### src/rtl/teststorage.sv
// 64 x 32 flip-flop memory exercise block; the addressed word is shown one byte at a time on LED.
// Mem_Write inverts the addressed word in place, and reset reloads the whole array.
module teststorage (
  input  logic       Clk,
  input  logic       Reset,
  input  logic [5:0] Mem_Addr,
  input  logic [1:0] CS,
  input  logic       Mem_Write,
  output logic [7:0] LED
);

  localparam int unsigned Depth = 64;

  logic [31:0] mem_q [Depth];
  logic [31:0] rd_word;
  logic [7:0]  led_d, led_q;

  // Byte k of word i holds (4*i + k) mod 256.
  function automatic logic [31:0] init_word(input int unsigned idx);
    logic [7:0] base;
    base = 8'(idx << 2);
    return {base + 8'd3, base + 8'd2, base + 8'd1, base};
  endfunction

  always_comb begin
    rd_word = mem_q[Mem_Addr];
    led_d   = rd_word[{CS, 3'b000} +: 8];
  end

  // LED samples rd_word before the write lands, so the write edge still shows the old byte.
  always_ff @(posedge Clk or posedge Reset) begin
    if (Reset) begin
      for (int unsigned i = 0; i < Depth; i++) begin
        mem_q[6'(i)] <= init_word(i);
      end
      led_q <= '0;
    end else begin
      if (Mem_Write) begin
        mem_q[Mem_Addr] <= ~rd_word;
      end
      led_q <= led_d;
    end
  end

  assign LED = led_q;

endmodule

### config.mk
export PLATFORM = sky130hd
export DESIGN_NAME = teststorage
export DESIGN_NICKNAME = d
export VERILOG_FILES = /design/src/rtl/teststorage.sv
export SDC_FILE = /design/constraint.sdc
export NUM_CORES = 2
export LEC_CHECK = 0
export CAP_MARGIN = 20
export CELL_PAD_IN_SITES_DETAIL_PLACEMENT = 1
export CELL_PAD_IN_SITES_GLOBAL_PLACEMENT = 2
export CORE_UTILIZATION = 42
export DETAILED_ROUTE_END_ITERATION = 16
export PLACE_DENSITY_LB_ADDON = 0.1
export SYNTH_ARGS = -nofsm -noshare
export SYNTH_HDL_FRONTEND = slang
export SYNTH_SLANG_ARGS = --single-unit
### constraint.sdc
create_clock -name Clk -period 82.1 [get_ports Clk]
set_clock_uncertainty 0.2 [all_clocks]
set_input_delay 8.21 -clock Clk [delete_from_list [all_inputs] [get_ports Clk]]
set_output_delay 8.21 -clock Clk [all_outputs]
set_load 0.02 [all_outputs]
==> results_tabular.tex <==
\begin{tabular}{lr}
\hline
Metric & Value \\
\hline
\multicolumn{2}{l}{\textbf{Status}} \\
\quad Status & finished, violations left \\
\quad Failing checks & max-slew violations \\
\multicolumn{2}{l}{\textbf{Synthesis}} \\
\quad Predominant post-synthesis flop cell & dfrtp\_1 \\
\quad Most area-consuming cells after synthesis & dfstp\_2 30\%, dfrtp\_1 28\%, o21ai\_0 12\% \\
\quad Compound-gate portion of the synthesized area & 0.1903 \\
\quad Cell area after technology mapping & 90770 sq um \\
\quad Gate Count Post-Synth & between 8000 and 9000 \\
\quad Count of cell types in the netlist & 80 \\
\quad Area share of the largest cell type after synthesis & 0.2964 \\
\quad Largest family of logic cells by synthesized area & compound AO/OA/AOI/OAI gates \\
\quad Post-synth EDFFs & 0 \\
\quad Synth cell count leaders & 2166 x nand2\_1, 2128 x o21ai\_0, 1032 x dfrtp\_1 \\
\quad Syn. warnings & 0 \\
\quad Nets in the synthesized netlist & 8935 \\
\quad Flop and latch count out of synthesis & roughly 2100 \\
\quad Synthesized-area fraction occupied by and/or/nand/nor cells & 0.1023 \\
\quad Share of synthesized registers carrying an async set or reset & 1.000 \\
\quad Sequential cell area fraction in the yosys report & 0.5809 \\
\quad Library cell with the highest instance count after synthesis & nand2\_1 \\
\quad Average cell area after synthesis & 10.17 sq um \\
\quad Xor/xnor share of the synthesized area & 0 \\
\quad Cell accounting for the most synthesized area & dfstp\_2 \\
\quad Proportion of synthesized area in mux cells & 0.08302 \\
\quad Post-synthesis share of cell area spent on full adders, half adders and majority gates & 0 \\
\multicolumn{2}{l}{\textbf{Clock tree}} \\
\quad Clock insertion delay at the later pin of the skew report & a little over 0.9 ns \\
\quad CTS clk-pin slew, worst paths & around 0.06 ns \\
\quad Deepest level of the CTS H-tree & 4 \\
\quad Inserted Clock Buffers & 227 \\
\quad Clock sink count & slightly above 2000 \\
\quad Count of hold-fix buffers inserted at cts & 0 \\
\quad Post-CTS setup repair buffer count & 0 \\
\quad Cells resized by post-CTS repair & 0 \\
\quad CTS Buffer Depth & 3 \\
\quad Clock tree from TritonCTS & done \\
\quad Clock tree root driver cell & clkbuf\_16 \\
\multicolumn{2}{l}{\textbf{Floorplanning}} \\
\quad Horizontal die dimension & 466.9 um \\
\quad Floorplan die area & $\sim$220000 sq um \\
\quad Die Height & between 400 and 500 um \\
\quad Cell Rows & between 150 and 200 \\
\quad Starting utilization of the core area & 0.4230 \\
\quad Placeable Area & 214600 sq um \\
\quad Boundary pin count & 19 \\
\multicolumn{2}{l}{\textbf{Worst setup path}} \\
\quad Element type at the critical path end & register \\
\quad Required time reported for the critical path endpoint & 82.69 ns \\
\quad Critical Path Fanout Max & 82 \\
\quad Kind of critical path & in -> reg \\
\quad Critical path arrival & around 15 ns \\
\quad Crit path launch type & primary input \\
\multicolumn{2}{l}{\textbf{Final layout}} \\
\quad Layout Cells excl Fill & 11550 \\
\quad Filler cell count & between 20000 and 25000 \\
\quad Share of cells above drive strength 1 & 0.2416 \\
\quad Multi-input gate area & about 35000 sq um \\
\quad Area growth, synth to finish & 10.95\% \\
\quad Register cell area after layout & 52730 sq um \\
\quad Number of nets in the finished design & 8506 \\
\multicolumn{2}{l}{\textbf{STA}} \\
\quad Hold violation total from the final report & 0 \\
\quad Count of endpoints failing setup in the final report & 0 \\
\quad Post-route minimum period & 14.00 ns \\
\quad Sum of negative setup slack & 0 ns \\
\quad Tcrit/Tclk final & 0.1705 \\
\quad Setup repair after global routing missed its margin & no \\
\quad Slew at the pin closest to its max-slew limit & 1.551 ns \\
\quad Worst slew margin relative to its limit & -0.03412 \\
\quad Pins Over Slew Limit & 1 \\
\quad Peak clock frequency supported by timing & roughly 0.07 GHz \\
\quad Fin Hold WS & 0.2709 ns \\
\multicolumn{2}{l}{\textbf{Route}} \\
\quad Total number of vias & 71100 \\
\quad Count of TritonRoute iterations in the first routing pass & 9 \\
\quad Antenna violation net count after detailed routing & 0 \\
\quad Detail-routed net length per standard cell & 33.31 um \\
\quad Remaining routing DRC violations & 0 \\
\quad Via density per instance & 6.155 \\
\quad Routed wire length & 384.8 mm \\
\quad DR iter-0 viols & 6316 \\
\multicolumn{2}{l}{\textbf{Global route}} \\
\quad Overall overflow remaining after global route & 0 \\
\quad Number of antenna violations at the first check in global routing & 27 \\
\quad GRT Util Overall & 0.3544 \\
\quad Via count of the first global-routing pass & 72800 \\
\quad Global-route wire length before repair & 552.6 mm \\
\quad Largest net degree at the start of global routing & 166 \\
\multicolumn{2}{l}{\textbf{Power}} \\
\quad Cell leakage power & 42.74 nW \\
\quad Power density over the cells & 29.05 nW/um\^{}2 \\
\quad Worst VDD drop & 0.02088 mV \\
\multicolumn{2}{l}{\textbf{Place}} \\
\quad I/O Buffers & 18 \\
\quad Number of placed cells counting well taps & 11100 \\
\quad Post-detail-place hpwl & roughly 220 mm \\
\quad Gp weighted congestion & 0.8799 \\
\multicolumn{2}{l}{\textbf{Job}} \\
\quad Number of max-cap violations & 0 \\
\multicolumn{2}{l}{\textbf{Hold path}} \\
\quad Type of the most critical hold path & reg -> reg \\
\hline
\end{tabular}
## routing by layer
layer  vias to the layer above  GRT usage  share of wire
met5                         -          0        0.00037
met4                        18     0.1531          0.048
met3                       736    0.06478          0.069
met2                      2362     0.5514           0.45
met1                     37550     0.4842           0.43
li1                      30440          -              -
## kinds of logic (layout without fill, tap and decap cells)
group / after synthesis / count (layout)
mux: 614 / 614
buf+inv: 909 / 685
compound gates: 2968 / 2968
flops: 2056 / 2056
simple gates: 2377 / 2377
other cells: 0 / 15
## registers in the layout, indices dropped and copies added (netlist names)
signal,cells
LED,8
mem_q,2048
## final cells by class
cell class / instances / area share
inverter: 10 / 0.0005466
multi-input combinational: 5959 / 0.3448
tap: 2838 / 0.03526
timing repair buffer: 241 / 0.02177
sequential: 2056 / 0.5236
clock buffer: 390 / 0.07001
clock inverter: 44 / 0.003640
antenna: 15 / 0.0003727
## metrics by stage
step	total power [mW]	worst slack [ns]	util	cell area (sq um)
final	2.925	68.10	0.4693	100700
after global routing	3.050	68.11	0.4691	100700
after CTS	2.932	68.27	0.4686	100600
after detailed placement	1.906	67.35	0.4340	93150
after global placement	1.872	67.39	0.4333	93000
after floorplan	1.703	17.31	-	90770
## placed cells by master, fill, tap and decap left out, types with 7 or more instances in the layout
master              n
and2_1              7
o22a_1             12
nand2b_1            7
clkdlybuf4s50_1    14
a21oi_1           121
clkinv_2           32
a31oi_1            36
dfstp_2          1024
mux4_2             80
a221oi_1          163
a32oi_1             9
a22o_1             26
a22oi_1           160
clkbuf_16         233
nand2_2            31
mux2_2            293
nand2_1          2098
mux2_1             10
a222oi_1           38
buf_4             193
nand2_4            37
nor2_1             92
clkbuf_1           94
dfrtp_1          1032
o2bb2ai_1          45
diode_2            15
nand3_1            11
o211ai_1            7
a211oi_1           10
mux2i_1           229
clkbuf_8           63
o21ai_0          2124
a221o_1            92
o221ai_1           17
buf_12             20
o22ai_1            60
nand4_1            13
## where the power goes
| part | internal (mW) | switching, mW |
|---|---|---|
| Sequential | 1.29 | 0.109 |
| Combinational | 0.165 | 0.330 |
| Clock | 0.589 | 0.438 |
## worst max-delay path: stages
cell and delay, ns:
buf_8 0.34, buf_12 0.58, buf_4 0.71, buf_4 0.64, nor2b_4 0.09, buf_4 0.30
a221o_1 0.41, a222oi_1 1.08, o22ai_1 0.19, a311oi_2 0.40, nand4_4 0.63, buf_4 0.56
o21ai_0 0.28
## worst paths after layout
path | start | endpoint | slack [ns] | cells after the start
max | Mem_Addr[1] | mem_q[680]$_DFFE_PP1P_ | 68.10 | 13
min | mem_q[99]$_DFFE_PP0P_ | mem_q[99]$_DFFE_PP0P_ | 0.27 | 2
max reg2reg | mem_q[1749]$_DFFE_PP1P_ | mem_q[1141]$_DFFE_PP1P_ | 77.51 | 7
min reg2reg | mem_q[99]$_DFFE_PP0P_ | mem_q[99]$_DFFE_PP0P_ | 0.27 | 2
max in group asynchronous | Reset | mem_q[1603]$_DFFE_PP0P_ | 69.07 | 7
min in group asynchronous | Reset | mem_q[1186]$_DFFE_PP0P_ | 7.68 | 2
(Power assumes the default switching activity.)
